==> src/rtl/scratchpad_backdoor_responder.sv <==
// Backdoor read/write responder in front of the scratchpad SRAM, arbitrating against the functional port.
// Optional SCRATCHPAD_BACKDOOR_TRACE_EN adds completed-write/read counters.
module scratchpad_backdoor_responder #(
    parameter int ADDR_WIDTH   = 32,
    parameter int DATA_WIDTH   = 64,
    parameter int MEM_BYTES    = 65536,
    parameter int RD_LATENCY   = 1,
    parameter int STARVE_LIMIT = 15
) (
    input  logic                  clk,
    input  logic                  rst_n,
    input  logic                  bd_req_valid,
    output logic                  bd_req_ready,
    input  logic                  bd_req_we,
    input  logic [ADDR_WIDTH-1:0] bd_req_addr,
    input  logic [DATA_WIDTH-1:0] bd_req_wdata,
    output logic                  bd_rsp_valid,
    input  logic                  bd_rsp_ready,
    output logic [DATA_WIDTH-1:0] bd_rsp_rdata,
    output logic                  bd_rsp_err,
    input  logic                  fn_req,
    output logic                  fn_gnt,
    input  logic                  fn_we,
    input  logic [ADDR_WIDTH-1:0] fn_addr,
    input  logic [DATA_WIDTH-1:0] fn_wdata,
    input  logic [DATA_WIDTH-1:0] fn_mask,
    output logic                  mem_req,
    output logic                  mem_we,
    output logic [ADDR_WIDTH-1:0] mem_addr,
    output logic [DATA_WIDTH-1:0] mem_wdata,
    output logic [DATA_WIDTH-1:0] mem_mask,
    input  logic [DATA_WIDTH-1:0] mem_rdata,
    output logic [31:0]           bd_wr_count,
    output logic [31:0]           bd_rd_count
);

    typedef enum logic [1:0] {S_IDLE, S_ISSUE, S_RWAIT, S_RESP} state_t;

    localparam int SW = $clog2(STARVE_LIMIT + 1);

    state_t                r_state;
    logic                  r_req_ready;
    logic                  r_rsp_valid;
    logic                  r_rsp_err;
    logic [DATA_WIDTH-1:0] r_rsp_rdata;
    logic                  r_we;
    logic [ADDR_WIDTH-1:0] r_addr;
    logic [DATA_WIDTH-1:0] r_wdata;
    logic [SW-1:0]         r_starve;
    logic [2:0]            r_lat;

    logic w_bd_slot;
    logic w_cmd_err;

    // Backdoor takes the SRAM when functional side is quiet or has starved us long enough.
    assign w_bd_slot = (r_state == S_ISSUE) &&
                       (!fn_req || (r_starve == SW'(STARVE_LIMIT)));
    assign w_cmd_err = (|bd_req_addr[2:0]) ||
                       ({1'b0, bd_req_addr} >= (ADDR_WIDTH+1)'(MEM_BYTES));

    always_ff @(posedge clk or negedge rst_n) begin
        if (!rst_n) begin
            r_state     <= S_IDLE;
            r_req_ready <= 1'b0;
            r_rsp_valid <= 1'b0;
            r_rsp_err   <= 1'b0;
            r_rsp_rdata <= '0;
            r_we        <= 1'b0;
            r_addr      <= '0;
            r_wdata     <= '0;
            r_starve    <= '0;
            r_lat       <= '0;
        end else begin
            case (r_state)
                S_IDLE: begin
                    r_req_ready <= 1'b1;
                    if (bd_req_valid && r_req_ready) begin
                        r_req_ready <= 1'b0;
                        r_we        <= bd_req_we;
                        r_addr      <= bd_req_addr;
                        r_wdata     <= bd_req_wdata;
                        if (w_cmd_err) begin
                            r_rsp_err   <= 1'b1;
                            r_rsp_rdata <= '0;
                            r_rsp_valid <= 1'b1;
                            r_state     <= S_RESP;
                        end else begin
                            r_state <= S_ISSUE;
                        end
                    end
                end
                S_ISSUE: begin
                    if (w_bd_slot) begin
                        r_starve <= '0;
                        if (r_we) begin
                            r_rsp_err   <= 1'b0;
                            r_rsp_rdata <= '0;
                            r_rsp_valid <= 1'b1;
                            r_state     <= S_RESP;
                        end else begin
                            r_lat   <= 3'd1;
                            r_state <= S_RWAIT;
                        end
                    end else if (r_starve != SW'(STARVE_LIMIT)) begin
                        r_starve <= r_starve + 1'b1;
                    end
                end
                S_RWAIT: begin
                    // r_lat counts cycles since the issue cycle; SRAM data is valid when it hits RD_LATENCY.
                    if (r_lat == 3'(RD_LATENCY)) begin
                        r_rsp_rdata <= mem_rdata;
                        r_rsp_err   <= 1'b0;
                        r_rsp_valid <= 1'b1;
                        r_state     <= S_RESP;
                    end else begin
                        r_lat <= r_lat + 1'b1;
                    end
                end
                S_RESP: begin
                    if (bd_rsp_ready) begin
                        r_rsp_valid <= 1'b0;
                        r_rsp_err   <= 1'b0;
                        r_rsp_rdata <= '0;
                        r_req_ready <= 1'b1;
                        r_state     <= S_IDLE;
                    end
                end
                default: r_state <= S_IDLE;
            endcase
        end
    end

    always_comb begin
        mem_req   = fn_req;
        mem_we    = fn_we;
        mem_addr  = fn_addr;
        mem_wdata = fn_wdata;
        mem_mask  = fn_mask;
        if (w_bd_slot) begin
            mem_req   = 1'b1;
            mem_we    = r_we;
            mem_addr  = r_addr;
            mem_wdata = r_wdata;
            mem_mask  = '1;
        end
    end

    assign fn_gnt       = fn_req & ~w_bd_slot;
    assign bd_req_ready = r_req_ready;
    assign bd_rsp_valid = r_rsp_valid;
    assign bd_rsp_err   = r_rsp_err;
    assign bd_rsp_rdata = r_rsp_rdata;

`ifdef SCRATCHPAD_BACKDOOR_TRACE_EN
    logic [31:0] r_wr_cnt;
    logic [31:0] r_rd_cnt;

    always_ff @(posedge clk or negedge rst_n) begin
        if (!rst_n) begin
            r_wr_cnt <= '0;
            r_rd_cnt <= '0;
        end else if ((r_state == S_RESP) && bd_rsp_ready && !r_rsp_err) begin
            if (r_we) r_wr_cnt <= r_wr_cnt + 1'b1;
            else      r_rd_cnt <= r_rd_cnt + 1'b1;
        end
    end

    assign bd_wr_count = r_wr_cnt;
    assign bd_rd_count = r_rd_cnt;
`else
    assign bd_wr_count = '0;
    assign bd_rd_count = '0;
`endif

endmodule

==> config.mk <==
export PLATFORM = sky130hd
export DESIGN_NAME = scratchpad_backdoor_responder
export DESIGN_NICKNAME = d
export VERILOG_FILES = /design/src/rtl/scratchpad_backdoor_responder.sv
export SDC_FILE = /design/constraint.sdc
export NUM_CORES = 1
export LEC_CHECK = 0
export ABC_CLOCK_PERIOD_IN_PS = 5750
export CAP_MARGIN = 5
export CORE_AREA = 8 8 238 240
export DETAILED_ROUTE_END_ITERATION = 8
export DIE_AREA = 0 0 246 248
export HOLD_SLACK_MARGIN = 0.02
export PLACE_DENSITY_LB_ADDON = 0.15
export SETUP_SLACK_MARGIN = 0.02
export SYNTH_ARGS = -nofsm -noshare
export SYNTH_HDL_FRONTEND = slang
export SYNTH_SLANG_ARGS = --single-unit
==> constraint.sdc <==
create_clock -name clk -period 5.75 [get_ports clk]
set_input_delay 0.8625 -clock clk [delete_from_list [all_inputs] [get_ports clk]]
set_output_delay 0.8625 -clock clk [all_outputs]
set_load 0.005 [all_outputs]
==> flow_summary.toml <==
[run_status]
status = "completed"

[worst_setup_path]
r2r-start = "r_state[0]"
r2r_cells = 8
endpoint_kind = "output port"
cp_max_fo = 38
r2r_setup_slack_ns = 2.61
r2r-end = "bd_rsp_rdata[13]"
path_depth = 6
critPathMaxStageDelay_ns = 0.59
cp-endpoint = "mem_wdata[9]"
crit_type = "flop to output port"
cp_top_family = "buffers and inverters"
crit_slowest_cell = "a21boi_4"
required_ns = 4.89
arrival_ns = 3.44
start_kind = "flop"
cp_num_buf_inv = 3
cp-startpoint = "r_state[1]"
cp_cell_sequence = "inv_1, ha_1, a21boi_4, buf_4, mux2_2, clkdlybuf4s50_1"

[synthesis]
synth_edf_count = 0
async_reset_ff_share_pct = 100
synth_area_mm2 = 0.00921
synth_xor_area_share_pct = 0.0951
ys_warn_count = 0
synth_compound_area_share_pct = 1.22
synth_mux_area_share_pct = 31.4
yosys.area_share.simple_pct = 8.87
synth-seq-cells = 173
avgSynthCellArea_um2 = 11.5
synth_fa_ha_area_share_pct = 0.951
netlist_instances = 800
synth_top_family_by_area = "multiplexers"
synth_flop_cell = "dfrtp_1"
yosysSeqAreaShare_pct = 47.0
synth.distinct_cells = 34

[global_route]
grt_use_total_pct = 14.3
grt_max_degree = 104
antenna_found_initial = 13
first_global_vias = 8278
grt_pass1_wl_mm = 61.6
grt_overflow = 0

[power]
ir_drop_v = 0.000208
powerDensity_mw_per_mm2 = 386
leakage_nw = 6.66

[cts]
clock_latency_ns = 0.47
cts_tree = "built"
clk_pin_slew_worst_paths_ns = 0.07
cts_resized = 0
cts_buffer_depth = 2
cts_root_buffer = "clkbuf_16"
cts_setup_buffers = 0
htreeDepth = 4
clkSinkCount = 173
hold_buffers = 0
cts_buffers = 17

[floorplan]
dieArea_mm2 = 0.0610
fp-row-count = 85
die_x_um = 246
die_height_um = 248
io-pin-count = 621
initial_core_util_pct = 17.4
core_mm2 = 0.0531

[cells_and_area]
final_layout_size_suffix_gt1_share_pct = 22.8
ff_latch_area_mm2 = 0.00433
nNetsFinal = 1673
final_area_mm2 = 0.0159
area_growth_pct = 72.6
multiInputGateArea_mm2 = 0.00419
final_cells = 2051
fillers = 5517

[routing]
wl_per_cell_um = 22.3
ant_nets = 0
avgViaCountPerCell = 3.73
drc = 0
wirelength_mm = 45.8
first_pass_iters = 4
vias = 7650
dr.first_iter.drc_count = 207

[sta]
finalSetupViolCount = 0
final-hold-violation-count = 0
slew_violations = 0
tightest_slew_ns = 0.750
fin_ws_ns = 1.44
timing.hold.ws_ns = 0.382
fin_crit_sh_pct = 74.9
fin_skew_ns = 0.0118
tns_ns = 0
min_period_ns = 4.31
rsz0062_at_grt = "no"
slew_headroom_pct = 50.0
timing.fmax_mhz = 232

[place]
gp_congestion = 0.768
place_area_mm2 = 0.0153
place_inst = 2016
port_buffers = 556
place_hpwl_mm = 37.2
pre_cts_ws_ns = 1.43

[worst_hold_path]
hp-class = "primary input to async pin"

[run]
max_cap_violations = 0
-- logic make-up (layout without fill, tap and decap cells) --
| group | count (synthesis) | after routing |
|---|---|---|
| compound gates | 16 | 16 |
| xor+xnor | 1 | 1 |
| fa+ha+maj | 7 | 7 |
| buf+inv | 178 | 667 |
| flops | 173 | 173 |
| mux | 264 | 264 |
| other cells | 1 | 67 |
| simple gates | 160 | 160 |
-- cells in the mapped netlist (5+ instances only) --
| cell type | count | area (um2) |
|---|---|---|
| mux2_2 | 196 | 2210 |
| dfrtp_1 | 173 | 4330 |
| inv_1 | 70 | 263 |
| nand2_1 | 70 | 263 |
| mux2i_1 | 67 | 671 |
| buf_4 | 65 | 488 |
| or2_2 | 65 | 407 |
| clkbuf_1 | 22 | 82.6 |
| buf_2 | 16 | 80.1 |
| ha_1 | 7 | 87.6 |
| o21ai_0 | 7 | 35.0 |
| nor2_1 | 5 | 18.8 |
-- final cells by class --
class / instances / area share [%]
sequential: 173 / 27.2
tap: 696 / 5.48
inverter: 70 / 1.65
clock inverter: 12 / 0.685
clock buffer: 20 / 2.94
antenna: 3 / 0.0472
multi-input combinational: 512 / 26.4
timing repair buffer: 565 / 35.6
-- per-stage QoR --
| stage | power [W] | utilization, % |
|---|---|---|
| 2_1_floorplan | 0.00359 | - |
| 3_3_place_gp | 0.00504 | 28.9 |
| 3_5_place_dp | 0.00506 | 28.9 |
| 4_1_cts | 0.00631 | 29.9 |
| 5_1_grt | 0.00656 | 29.9 |
| 6_report | 0.00613 | 30.0 |
-- power breakdown --
| group | internal, W | switching [W] |
|---|---|---|
| Clock | 0.000633 | 0.000552 |
| Sequential | 0.00173 | 0.000324 |
| Combinational | 0.00171 | 0.00119 |
-- layout by cell type (no fill, tap or decap), drive strengths merged, types with 2 or more instances in the layout --
cell type,instances
nand2b,3
nor4,2
nand3b,3
nor2,5
nand2,70
nand3,4
mux2i,67
conb,64
clkinvlp,2
dfrtp,173
o211ai,2
clkbuf,21
and3,2
nor2b,2
or4,2
diode,3
o21ai,7
clkdlybuf4s50,555
clkinv,6
buf,9
or2,65
inv,73
ha,7
mux2,197
-- registers in the layout (all words and copies together), names as in the netlist --
name and cells:
bd_req_ready 1, bd_rsp_err 1, bd_rsp_rdata 64, bd_rsp_valid 1
r_addr 32, r_lat 3, r_starve 4, r_state 2
r_wdata 64, r_we 1
-- worst reg2reg max path, delay by kind of cell, from the launching register on --
kind	cells	cell delay, ns
buf+inv	3	1.26
simple gates	2	0.50
flops	1	0.43
fa+ha+maj	1	0.34
mux	1	0.30
compound gates	1	0.22
-- metal layers --
metal,global-route usage (%),part of all wire [%],vias up,wire (um)
met5,0,0.17,-,76
met4,5.35,2.4,12,1090
met3,6.17,9.1,48,4170
met2,26.9,54,310,24800
met1,13.7,34,3687,15600
li1,-,-,3593,-
-- worst min path at each step --
stage	from	end	slack [ns]	cells after the start
after CTS	rst_n	r_wdata[46]	0.40	1
after global placement	bd_rsp_err	bd_rsp_err	0.47	1
after global routing	rst_n	r_wdata[27]	0.40	1
final	rst_n	r_wdata[27]	0.38	1
after detailed placement	bd_rsp_err	bd_rsp_err	0.48	1
after floorplan	r_wdata[33]	r_wdata[33]	0.47	1
Power figures use the tool's default switching activity.
